--- src/rtl/exmem_skid_stage_if.sv ---
// Handshake and data bundle between EX, the EX->MEM skid stage and MEM.
// The stage attaches through the slave modport; the driving environment uses master.
interface exmem_skid_stage_if #(
  parameter int N     = 18,
  parameter int LANES = 3,
  parameter int RW    = 4
);
  logic                 flush;
  logic                 in_valid;
  logic                 in_ready;
  logic [LANES*N-1:0]   alu_result;
  logic [LANES*N-1:0]   mem_dir2;
  logic [LANES*N-1:0]   mem_dir3;
  logic [LANES*N-1:0]   write_data;
  logic [RW-1:0]        wa3;
  logic                 pc_src;
  logic                 reg_write;
  logic                 mem_to_reg;
  logic                 mem_write;
  logic                 out_valid;
  logic                 out_ready;
  logic [LANES*N-1:0]   q1;
  logic [LANES*N-1:0]   q2;
  logic [LANES*N-1:0]   q3;
  logic [LANES*N-1:0]   write_data_o;
  logic [RW-1:0]        wa3_o;
  logic                 pc_src_o;
  logic                 reg_write_o;
  logic                 mem_to_reg_o;
  logic                 mem_write_o;

  modport slave (
    input  flush, in_valid, alu_result, mem_dir2, mem_dir3, write_data, wa3,
           pc_src, reg_write, mem_to_reg, mem_write, out_ready,
    output in_ready, out_valid, q1, q2, q3, write_data_o, wa3_o,
           pc_src_o, reg_write_o, mem_to_reg_o, mem_write_o
  );

  modport master (
    output flush, in_valid, alu_result, mem_dir2, mem_dir3, write_data, wa3,
           pc_src, reg_write, mem_to_reg, mem_write, out_ready,
    input  in_ready, out_valid, q1, q2, q3, write_data_o, wa3_o,
           pc_src_o, reg_write_o, mem_to_reg_o, mem_write_o
  );
endinterface

--- src/rtl/exmem_skid_stage.sv ---
// Elastic EX->MEM stage: two-entry valid/ready skid buffer with flush.
// Optional macro EXMEM_STALL_CNT_EN adds a saturating MEM back-pressure counter (stall_cnt).
module exmem_skid_stage #(
  parameter int N     = 18,
  parameter int LANES = 3,
  parameter int RW    = 4
) (
  input  logic              clk,
  input  logic              reset,
  exmem_skid_stage_if.slave bus
`ifdef EXMEM_STALL_CNT_EN
  ,
  output logic [31:0]       stall_cnt
`endif
);
  localparam int W = LANES * N;

  typedef struct packed {
    logic [W-1:0]  alu;
    logic [W-1:0]  dir2;
    logic [W-1:0]  dir3;
    logic [W-1:0]  wdata;
    logic [RW-1:0] wa3;
    logic          pc_src;
    logic          reg_write;
    logic          mem_to_reg;
    logic          mem_write;
  } beat_t;

  // Encoding is {main_valid, skid_valid}, so the valid bits fall straight out of the state.
  typedef enum logic [1:0] {
    EMPTY = 2'b00,
    ONE   = 2'b10,
    TWO   = 2'b11
  } state_t;

  state_t state;
  beat_t  main_q;
  beat_t  skid_q;
  beat_t  in_beat;
  logic   main_valid;
  logic   skid_valid;
  logic   push;
  logic   pop;

  assign main_valid = state[1];
  assign skid_valid = state[0];
  assign push       = bus.in_valid & ~skid_valid;
  assign pop        = main_valid & bus.out_ready;

  assign in_beat = '{
    alu:        bus.alu_result,
    dir2:       bus.mem_dir2,
    dir3:       bus.mem_dir3,
    wdata:      bus.write_data,
    wa3:        bus.wa3,
    pc_src:     bus.pc_src,
    reg_write:  bus.reg_write,
    mem_to_reg: bus.mem_to_reg,
    mem_write:  bus.mem_write
  };

  // Flush only clears valid bits; stale data stays behind the masked controls.
  always_ff @(posedge clk) begin
    if (reset) begin
      state  <= EMPTY;
      main_q <= '0;
      skid_q <= '0;
    end else if (bus.flush) begin
      state <= EMPTY;
    end else begin
      case (state)
        EMPTY: begin
          if (push) begin
            main_q <= in_beat;
            state  <= ONE;
          end
        end
        ONE: begin
          if (push && pop) begin
            main_q <= in_beat;
          end else if (push) begin
            skid_q <= in_beat;
            state  <= TWO;
          end else if (pop) begin
            state  <= EMPTY;
          end
        end
        TWO: begin
          if (pop) begin
            main_q <= skid_q;
            state  <= ONE;
          end
        end
        default: state <= EMPTY;
      endcase
    end
  end

  assign bus.in_ready     = ~skid_valid;
  assign bus.out_valid    = main_valid;
  assign bus.q1           = main_q.alu;
  assign bus.q2           = main_q.dir2;
  assign bus.q3           = main_q.dir3;
  assign bus.write_data_o = main_q.wdata;
  assign bus.wa3_o        = main_q.wa3;
  assign bus.pc_src_o     = main_q.pc_src & main_valid;
  assign bus.reg_write_o  = main_q.reg_write & main_valid;
  assign bus.mem_to_reg_o = main_q.mem_to_reg & main_valid;
  assign bus.mem_write_o  = main_q.mem_write & main_valid;

`ifdef EXMEM_STALL_CNT_EN
  always_ff @(posedge clk) begin
    if (reset) begin
      stall_cnt <= '0;
    end else if (main_valid && !bus.out_ready && stall_cnt != 32'hFFFF_FFFF) begin
      stall_cnt <= stall_cnt + 32'd1;
    end
  end
`endif

endmodule

--- src/flat_wrapper.sv ---
// flat-port wrapper written by rule: the top's interface ports become plain ports
module exmem_skid_stage_flat 
#(
  parameter int N     = 18,
  parameter int LANES = 3,
  parameter int RW    = 4
)
  (clk, reset, bus_flush, bus_in_valid, bus_alu_result, bus_mem_dir2, bus_mem_dir3, bus_write_data, bus_wa3, bus_pc_src, bus_reg_write, bus_mem_to_reg, bus_mem_write, bus_out_ready, bus_in_ready, bus_out_valid, bus_q1, bus_q2, bus_q3, bus_write_data_o, bus_wa3_o, bus_pc_src_o, bus_reg_write_o, bus_mem_to_reg_o, bus_mem_write_o);
  exmem_skid_stage_if #(.N(N), .LANES(LANES), .RW(RW)) bus_i ();
  input  logic clk;
  input  logic reset;
  input wire logic [$bits(bus_i.flush)-1:0] bus_flush;
  input wire logic [$bits(bus_i.in_valid)-1:0] bus_in_valid;
  input wire logic [$bits(bus_i.alu_result)-1:0] bus_alu_result;
  input wire logic [$bits(bus_i.mem_dir2)-1:0] bus_mem_dir2;
  input wire logic [$bits(bus_i.mem_dir3)-1:0] bus_mem_dir3;
  input wire logic [$bits(bus_i.write_data)-1:0] bus_write_data;
  input wire logic [$bits(bus_i.wa3)-1:0] bus_wa3;
  input wire logic [$bits(bus_i.pc_src)-1:0] bus_pc_src;
  input wire logic [$bits(bus_i.reg_write)-1:0] bus_reg_write;
  input wire logic [$bits(bus_i.mem_to_reg)-1:0] bus_mem_to_reg;
  input wire logic [$bits(bus_i.mem_write)-1:0] bus_mem_write;
  input wire logic [$bits(bus_i.out_ready)-1:0] bus_out_ready;
  output wire logic [$bits(bus_i.in_ready)-1:0] bus_in_ready;
  output wire logic [$bits(bus_i.out_valid)-1:0] bus_out_valid;
  output wire logic [$bits(bus_i.q1)-1:0] bus_q1;
  output wire logic [$bits(bus_i.q2)-1:0] bus_q2;
  output wire logic [$bits(bus_i.q3)-1:0] bus_q3;
  output wire logic [$bits(bus_i.write_data_o)-1:0] bus_write_data_o;
  output wire logic [$bits(bus_i.wa3_o)-1:0] bus_wa3_o;
  output wire logic [$bits(bus_i.pc_src_o)-1:0] bus_pc_src_o;
  output wire logic [$bits(bus_i.reg_write_o)-1:0] bus_reg_write_o;
  output wire logic [$bits(bus_i.mem_to_reg_o)-1:0] bus_mem_to_reg_o;
  output wire logic [$bits(bus_i.mem_write_o)-1:0] bus_mem_write_o;
  assign bus_i.flush = bus_flush;
  assign bus_i.in_valid = bus_in_valid;
  assign bus_i.alu_result = bus_alu_result;
  assign bus_i.mem_dir2 = bus_mem_dir2;
  assign bus_i.mem_dir3 = bus_mem_dir3;
  assign bus_i.write_data = bus_write_data;
  assign bus_i.wa3 = bus_wa3;
  assign bus_i.pc_src = bus_pc_src;
  assign bus_i.reg_write = bus_reg_write;
  assign bus_i.mem_to_reg = bus_mem_to_reg;
  assign bus_i.mem_write = bus_mem_write;
  assign bus_i.out_ready = bus_out_ready;
  assign bus_in_ready = bus_i.in_ready;
  assign bus_out_valid = bus_i.out_valid;
  assign bus_q1 = bus_i.q1;
  assign bus_q2 = bus_i.q2;
  assign bus_q3 = bus_i.q3;
  assign bus_write_data_o = bus_i.write_data_o;
  assign bus_wa3_o = bus_i.wa3_o;
  assign bus_pc_src_o = bus_i.pc_src_o;
  assign bus_reg_write_o = bus_i.reg_write_o;
  assign bus_mem_to_reg_o = bus_i.mem_to_reg_o;
  assign bus_mem_write_o = bus_i.mem_write_o;
  exmem_skid_stage #(.N(N), .LANES(LANES), .RW(RW)) u_core (.clk(clk), .reset(reset), .bus(bus_i));
endmodule
--- config.mk ---
export PLATFORM = sky130hd
export DESIGN_NAME = exmem_skid_stage_flat
export DESIGN_NICKNAME = d
export VERILOG_FILES = /design/src/rtl/exmem_skid_stage_if.sv /design/src/rtl/exmem_skid_stage.sv /design/src/flat_wrapper.sv
export SDC_FILE = /design/constraint.sdc
export NUM_CORES = 1
export LEC_CHECK = 0
export CORE_ASPECT_RATIO = 0.9
export CORE_MARGIN = 2
export CORE_UTILIZATION = 29
export CTS_CLUSTER_DIAMETER = 120
export DETAILED_ROUTE_END_ITERATION = 12
export PLACE_DENSITY = 0.58
export SLEW_MARGIN = 20
export SYNTH_ARGS = -nofsm -noshare
export SYNTH_HDL_FRONTEND = slang
export SYNTH_SLANG_ARGS = --single-unit
--- constraint.sdc ---
create_clock -name clk -period 2 [get_ports clk]
set_input_delay 0.6 -clock clk [delete_from_list [all_inputs] [get_ports clk]]
set_output_delay 0.6 -clock clk [all_outputs]
set_load 0.005 [all_outputs]
Word level (Yosys, flattened, before mapping)
Index checks and enable logic that the tools add are counted.

storage, ports and cells
  register bits after elaboration = 450
  bits in latches = 0
  memory bits (writable) = 0
  ROM bits = 0
  input bits = 229
  output and inout port bits = 226
  logic and storage cells = 52
  memories kept = 0

cells by class
  add/subtract/negate cells = 0
  multiply operators = 0
  div/mod/pow operators = 0
  $lt $le $gt $ge = 0
  eq/ne operators = 7
  shifts and indexed selects = 0
  mux-type cells = 10
  bitwise logic cells = 9
  reduce and logical (&&, ||, !) cells = 7

operator list
  operator              count
  $mux W224             3
  $pmux W224 S3         1
  $mux W2               5
  $reduce_and A4 Y1     2
  $and A1 B1 Y1         6
  $ne A2 B1 Y1 const B  3
  $pmux W2 S3           1
  $reduce_and A5 Y1     1
  $eq A2 B2 Y1 const B  2
  $ne A3 B1 Y1 const B  1
  $not A1 Y1            3
  $reduce_bool A3 Y1    1
  $logic_not A2 Y1      1
  $ne A2 B2 Y1 const B  1
  $reduce_or A2 Y1      1
  $logic_and A1 B1 Y1   1

Depth between registers and ports, before layout
Gate-level depths: netlist (run 1).

  depth in word-level cells = 5
  depth in mapped cells = 9
  mapped depth without buffers = 6

Least setup slack after synthesis (run 1)
Ideal clock, no wire load.

  path type = register to register
  start point = reg u_core.state[1]
  end point = reg u_core.main_q (netlist bit u_core.bus.q3[49])
  data arrival time = 1990 ps
  data required time = 1866 ps
  slack = -124 ps
  stages on the path, launching flop included = 10
  cells stage by stage = dfxtp_1 > inv_1 > ha_1 > or2_1 > a221oi_4 > and2_1 > buf_2 > buf_4 > buf_2 > a211oi_1

on the way
  cells in the longest elaborated chain, start to end = 4
  elaborated cells on any way between the ends = 11
  classes of those cells = eq/ne: 5; mux: 1; bitwise: 1; reduce/logical: 4

RTL lines
  element                      line                    source
  start, declared              exmem_skid_stage.sv:37  state_t state;
  start signal, assigned       exmem_skid_stage.sv:66  state <= EMPTY;
  start signal, assigned       exmem_skid_stage.sv:70  state <= EMPTY;
  start signal, assigned       exmem_skid_stage.sv:76  state <= ONE;
  $and A1 B1 Y1                exmem_skid_stage.sv:49  assign pop = main_valid & bus.out_ready;
  $logic_and A1 B1 Y1          exmem_skid_stage.sv:80  if (push && pop) begin
  $ne A2 B1 Y1 (no line)       n/a
  $reduce_and A5 Y1 (no line)  n/a
  end signal, assigned         exmem_skid_stage.sv:75  main_q <= in_beat;
  end signal, assigned         exmem_skid_stage.sv:81  main_q <= in_beat;
  end signal, assigned         exmem_skid_stage.sv:91  main_q <= skid_q;
  end, declared                exmem_skid_stage.sv:38  beat_t main_q;

Several ways; a longest one is shown, not always the timed one.
A chain may end at the register's enable or synchronous reset.

Final worst setup path (run 1)
  start point = reg u_core.state[1]
  end point = reg u_core.main_q (netlist bit u_core.bus.q3[19])

The elaborated chain is that of the path after synthesis.

==> out/metrics.csv, run 1 <==
metric;value;unit
WS Path Type;register to register;
layout cells sized above 1;23.64;%
reg-to-reg slack, setup;-0.1;ns
Worst EP required;2.44;ns
endpoints failing hold;0;
Die Footprint;0.06971;sq mm
CTS tree;yes;
Final ANT Viol Nets;0;
CTS Hold Bufs;0;
skew final;0.02258;ns
Rel. slew slack;64.72;%
#FFs+latches synth;450;
initial DRC count;1037;
I/O Buffers;454;
failing checks;setup timing;
VDD IR-drop max;507.8;uV
Peak Freq;476.7;MHz
period utilization;104.9;%
initial antenna violation count;5;
wire per inst;21.03;um
largest net degree at the start of global routing;71;
status;finished, violations left;
GRT Total Usage;18.85;%
synthesized area per cell;8.738;sq um
Chip Width;278.1;um
Yosys cell types;23;
Cell Rows;90;
Worst-path clk slew;0.06;ns
CTS HTree Levels;2;
Routability Congestion;0.8191;
CP Max Fanout;7;
sum of negative setup slack;-5.119;ns
Critical Path Source Type;register;
syn nets;2479;
DP Worst Slack;-0.6515;ns
count of final setup violators;185;
fill cell count;6194;
Yosys warning count;0;
Post-Layout Cell Count;3484;
RSZ-0062 raised after global routing;yes;
via count;17469;
Leak;10.78;nW
CP endpoint kind;register;
crit path DAT;2.54;ns
Worst Max-Slew Pin Slew;0.5291;ns
CORE AREA;0.06700;sq mm
Final min period;2.098;ns
Post-Syn Instances;2244;
DRC viols;0;
Mapped Area;0.01961;sq mm
clk sinks;450;
Placed Instances;3260;
DP Wirelength;41.03;mm
CTS Buf Count;49;
DRT Wirelength;73.28;mm
vias in the first global route;16908;
Pre-antenna DRT Iters;5;
Syn-to-layout area delta;51.54;%
clock root cell;clkbuf_16;
Hold WC Path Type;register to register;
Max-Cap Viols;0;
Worst-Skew Late Latency;0.58;ns
vias per inst;5.014;
max-slew violations;0;
Initial Util;29.26;%
GRT Residual Overflow;0;
first-pass GRT wire length;103.3;mm
Nets;2801;
die height;250.7;um
cell area power density;788.9;mW/mm^2
final worst slack;-0.09764;ns
Seq/Total Area, Yosys;45.94;%
CTS max path bufs;3;
# IOs;455;
[layout make-up]
class                   count  area (sq um)  area share (%)
flip-flops and latches    450          9065           30.51
clock buffers              79          1592           5.356
inverters                   2         7.507         0.02527
multi-input cells        1374          9203           30.97
repair buffers            689          8601           28.95
well taps                 874          1094           3.680
clock inverters            12         142.6          0.4800
diodes                      4         10.01         0.03369
[state kept, by name, indices dropped and copies added, names as in the netlist]
signal / cells
u_core.skid_q: 224
u_core.bus.q1: 54
u_core.state: 2
u_core.bus.q2: 54
u_core.bus.wa3_o: 4
u_core.bus.write_data_o: 54
u_core.main_q: 4
u_core.bus.q3: 54
[placed cells by master (no fill, tap or decap), types with 19 or more instances in the layout]
cell type / n
dlygate4sd2_1: 219
clkbuf_16: 74
buf_16: 46
clkbuf_8: 21
buf_12: 81
dfxtp_2: 42
dfxtp_1: 407
buf_4: 46
mux2i_1: 226
a211oi_2: 50
a21oi_2: 79
clkdlybuf4s50_1: 228
nand2_1: 349
buf_6: 23
a211oi_1: 174
nand2_2: 58
a21oi_1: 371
buf_8: 19
nand2_4: 45
[timing repair]
item | 4_1_cts | 5_1_grt
endpoints found under the setup margin | 669 | 448
resized for setup | 401 | 319
pin swaps | 85 | 109
cloned | 51 | 29
setup buffers | 51 | 18
[cell usage after synthesis]
library cell  number  share of area (%)
nand2_1          452                8.7
a21oi_1          450                 11
dfxtp_1          450                 46
mux2i_1          226                 12
a211oi_1         224                8.6
buf_4            223                8.5
clkbuf_1         111                2.1
buf_2             72                1.8
buf_1             12               0.23
ha_1               6               0.38
and2_1             5               0.16
inv_1              2              0.038
a221oi_4           1               0.13
a22o_1             1              0.045
nand2b_1           1              0.032
nand3b_1           1              0.038
nor2_1             1              0.019
nor3b_1            1              0.038
o21ai_1            1              0.026
or2_1              1              0.032
or3b_2             1              0.045
or4_1              1              0.038
xnor2_1            1              0.045
[logic make-up (layout without fill, tap and decap cells)]
family | Yosys count | after routing | synth area share (%)
buf+inv | 420 | 782 | 12.77
other cells | 0 | 4 | 0
fa+ha+maj | 6 | 6 | 0.3829
simple gates | 464 | 464 | 9.055
xor+xnor | 1 | 1 | 0.04468
flops | 450 | 450 | 45.94
compound gates | 677 | 677 | 20.27
mux | 226 | 226 | 11.54
[final timing paths]
| path | startpoint | to | cells past startpoint |
|---|---|---|---|
| hold / removal | u_core.skid_q[103]$_SDFFE_PP0P_ | u_core.skid_q[103]$_SDFFE_PP0P_ | 2 |
| setup reg to reg | u_core.state[1]$_SDFFE_PP0P_ | u_core.bus.q3[19]$_SDFFE_PP0P_ | 11 |
| setup / recovery | u_core.state[1]$_SDFFE_PP0P_ | u_core.bus.q3[19]$_SDFFE_PP0P_ | 11 |
| hold reg to reg | u_core.skid_q[103]$_SDFFE_PP0P_ | u_core.skid_q[103]$_SDFFE_PP0P_ | 2 |
[routing by layer]
| layer | wire (um) | vias up | track usage [%] |
|---|---|---|---|
| li1 | - | 8284 | - |
| met1 | 31710 | 8540 | 24.26 |
| met2 | 35930 | 522 | 32.12 |
| met3 | 3615 | 121 | 3.069 |
| met4 | 2013 | 2 | 6.116 |
| met5 | 11 | - | 0 |
[stage by stage]
stage / hold slack, ns / total power, mW / utilization (%) / cell area [sq um]
2_1_floorplan: 0.4360 / 11.70 / - / 19620
3_3_place_gp: 0.4409 / 13.21 / 36.10 / 24190
3_5_place_dp: 0.4461 / 13.27 / 36.10 / 24190
4_1_cts: 0.4293 / 23.41 / 42.02 / 28150
5_1_grt: 0.4668 / 24.30 / 44.35 / 29710
6_report: 0.4537 / 23.44 / 44.35 / 29710
[worst max-delay path: stages (launching register included)]
cell and delay [ns]:
dfxtp_2 0.35, inv_2 0.06, ha_4 0.15, or2_4 0.26, a221oi_4 0.23, buf_12 0.16, and2_4 0.20, buf_12 0.15
buf_12 0.11, buf_12 0.10, buf_12 0.12, a211oi_1 0.07
[report_power, final]
group | switching [mW] | internal [mW] | leakage (nW) | total [mW]
Combinational | 1.85 | 2.14 | 6.23 | 3.99
Sequential | 0.298 | 9.48 | 3.69 | 9.77
Clock | 3.86 | 5.82 | 0.867 | 9.68
Total | 6.00 | 17.4 | 10.8 | 23.4
Power figures use the tool's default switching activity.
==> inputs of run 2 (changes only) <==
--- a/config.mk
+++ b/config.mk
@@ -10,6 +10,7 @@
 export CORE_UTILIZATION = 29
 export CTS_CLUSTER_DIAMETER = 120
 export DETAILED_ROUTE_END_ITERATION = 12
+export GPL_TIMING_DRIVEN = 0
 export PLACE_DENSITY = 0.58
 export SLEW_MARGIN = 20
 export SYNTH_ARGS = -nofsm -noshare
==> out/metrics.csv, run 2 (same netlist as run 1, synthesis figures left out) <==
metric;value;unit
clock root cell;clkbuf_16;
layout cells sized above 1;32.12;%
Leak;13.64;nW
Chip Width;278.1;um
Peak Freq;456.1;MHz
Routability Congestion;0.8083;
vias per inst;4.860;
CORE AREA;0.06700;sq mm
CTS tree;yes;
WS Path Type;input port to register;
# IOs;455;
Crit. Startpoint;bus_flush;
VDD IR-drop max;554.6;uV
GRT Residual Overflow;0;
clk sinks;450;
Syn-to-layout area delta;56.24;%
vias in the first global route;17527;
status;finished, violations left;
period utilization;109.6;%
Critical Path Source Type;input port;
final worst slack;-0.1924;ns
fill cell count;6284;
DRC viols;0;
max-slew violations;0;
Critical Path Sink;u_core.bus.q1[8]$_SDFFE_PP0P_;
commonest non-fill, non-tap cell in the layout;nand2_1;
crit path DAT;2.62;ns
Initial Util;29.26;%
count of final setup violators;359;
cell area power density;792.8;mW/mm^2
GRT Total Usage;18.51;%
die height;250.7;um
DRT Wirelength;73.65;mm
largest net degree at the start of global routing;14;
DP Wirelength;50.98;mm
Worst-path clk slew;0.06;ns
reg-to-reg slack, setup;-0.16;ns
Final min period;2.192;ns
skew final;0.009149;ns
worst r2r dst;u_core.bus.q1[8]$_SDFFE_PP0P_;
Final ANT Viol Nets;0;
Hold WS;0.4532;ns
CTS HTree Levels;2;
Worst EP required;2.43;ns
Cell Rows;90;
Worst Max-Slew Pin Slew;0.8176;ns
Nets;3047;
Rel. slew slack;45.49;%
placed cell areas;0.02525;sq mm
max reg flops;224;
most frequent cells in the layout;451 x nand2_1, 450 x a21oi_1, 294 x dfxtp_1;
final instance area;0.03063;sq mm
Worst-Skew Late Latency;0.58;ns
DP Worst Slack;-1.444;ns
failing checks;setup timing;
Hold WC Path Type;register to register;
Pre-antenna DRT Iters;5;
hold path startpoint;u_core.skid_q[185]$_SDFFE_PP0P_;
initial antenna violation count;14;
initial DRC count;943;
CP Max Fanout;6;
Die Footprint;0.06971;sq mm
reg2reg start;u_core.state[1]$_SDFFE_PP0P_;
first-pass GRT wire length;101.0;mm
CTS max path bufs;3;
I/O Buffers;453;
RSZ-0062 raised after global routing;yes;
wire per inst;19.74;um
Max-Cap Viols;0;
Largest Register;u_core.skid_q;
CTS Buf Count;50;
endpoints failing hold;0;
via count;18126;
CP endpoint kind;register;
reg2reg path depth;11;
-- run 2: changes by cell type in the layout (fill, tap and decap cells not counted), moves of 45 or more --
cell,previous run,this run
clkbuf_1,7,57
a21oi_2,79,0
a211oi_1,174,13
dfxtp_1,407,294
buf_4,46,268
a21oi_1,371,450
dlygate4sd2_1,219,9
dlymetal6s2s_1,0,196
nand2_1,349,451
a211oi_2,50,210
dfxtp_2,42,154
nand2_4,45,0
nand2_2,58,1
buf_12,81,14
-- run 2: metal layers --
| metal | wire [um] | GRT usage (%) |
|---|---|---|
| met1 | 32020 | 23.23 |
| met2 | 35980 | 31.44 |
| met3 | 3651 | 3.843 |
| met4 | 1919 | 6.394 |
| met5 | 74 | 0 |
-- run 2: how the worst min path moves through the flow --
stage / endpoint / slack (ns) / cells past startpoint
floorplan: u_core.skid_q[0]$_SDFFE_PP0P_ / 0.44 / 2
global placement: u_core.skid_q[193]$_SDFFE_PP0P_ / 0.44 / 2
detailed placement: u_core.skid_q[53]$_SDFFE_PP0P_ / 0.45 / 2
CTS: u_core.skid_q[53]$_SDFFE_PP0P_ / 0.45 / 2
global route: u_core.skid_q[172]$_SDFFE_PP0P_ / 0.47 / 2
finish: u_core.skid_q[185]$_SDFFE_PP0P_ / 0.45 / 2
-- run 2: through the flow --
stage               util, %  cells  total power, mW  setup TNS [ns]
finish                45.72   3730            24.29          -36.26
global placement      37.68   3571            13.63         -562.45
CTS                   41.11   3674            23.64          -70.70
floorplan                 -   2244            11.70          -2.343
global route          45.72   3729            25.25          -62.80
detailed placement    37.69   3571            13.69         -500.58
-- run 2: power by group --
part / internal [mW] / total, mW / switching [mW]
clock: 5.92 / 9.77 / 3.85
combinational: 2.61 / 4.69 / 2.08
sequential: 9.52 / 9.82 / 0.303
-- run 2: what timing repair did --
| action | in CTS | in global routing |
|---|---|---|
| gates cloned | 0 | 30 |
| endpoints found under the hold margin | 0 | 0 |
| hold buffers | 0 | 0 |
| pin swaps | 2 | 29 |
| setup endpoints to repair | 674 | 657 |
| gates resized for setup | 209 | 743 |
| setup buffers | 16 | 22 |
-- run 2: cell type report --
cell class | count | area [sq um] | share of cell area (%)
diodes | 7 | 17.52 | 0.05718
plain buffers | 414 | 3227 | 10.53
clock buffers | 73 | 1491 | 4.868
clock inverters | 16 | 236.5 | 0.7719
inverters | 2 | 10.01 | 0.03267
multi-input cells | 1374 | 9218 | 30.09
flip-flops and latches | 450 | 9209 | 30.06
well taps | 874 | 1094 | 3.570
repair buffers | 520 | 6132 | 20.02
-- run 2: critical path, cell delays in order --
cell	delay (ns)
clkdlybuf4s50_1	0.53
or2_4	0.31
a221oi_4	0.21
buf_6	0.16
and2_4	0.21
buf_12	0.11
clkbuf_16	0.16
buf_8	0.12
clkbuf_16	0.14
a211oi_2	0.06
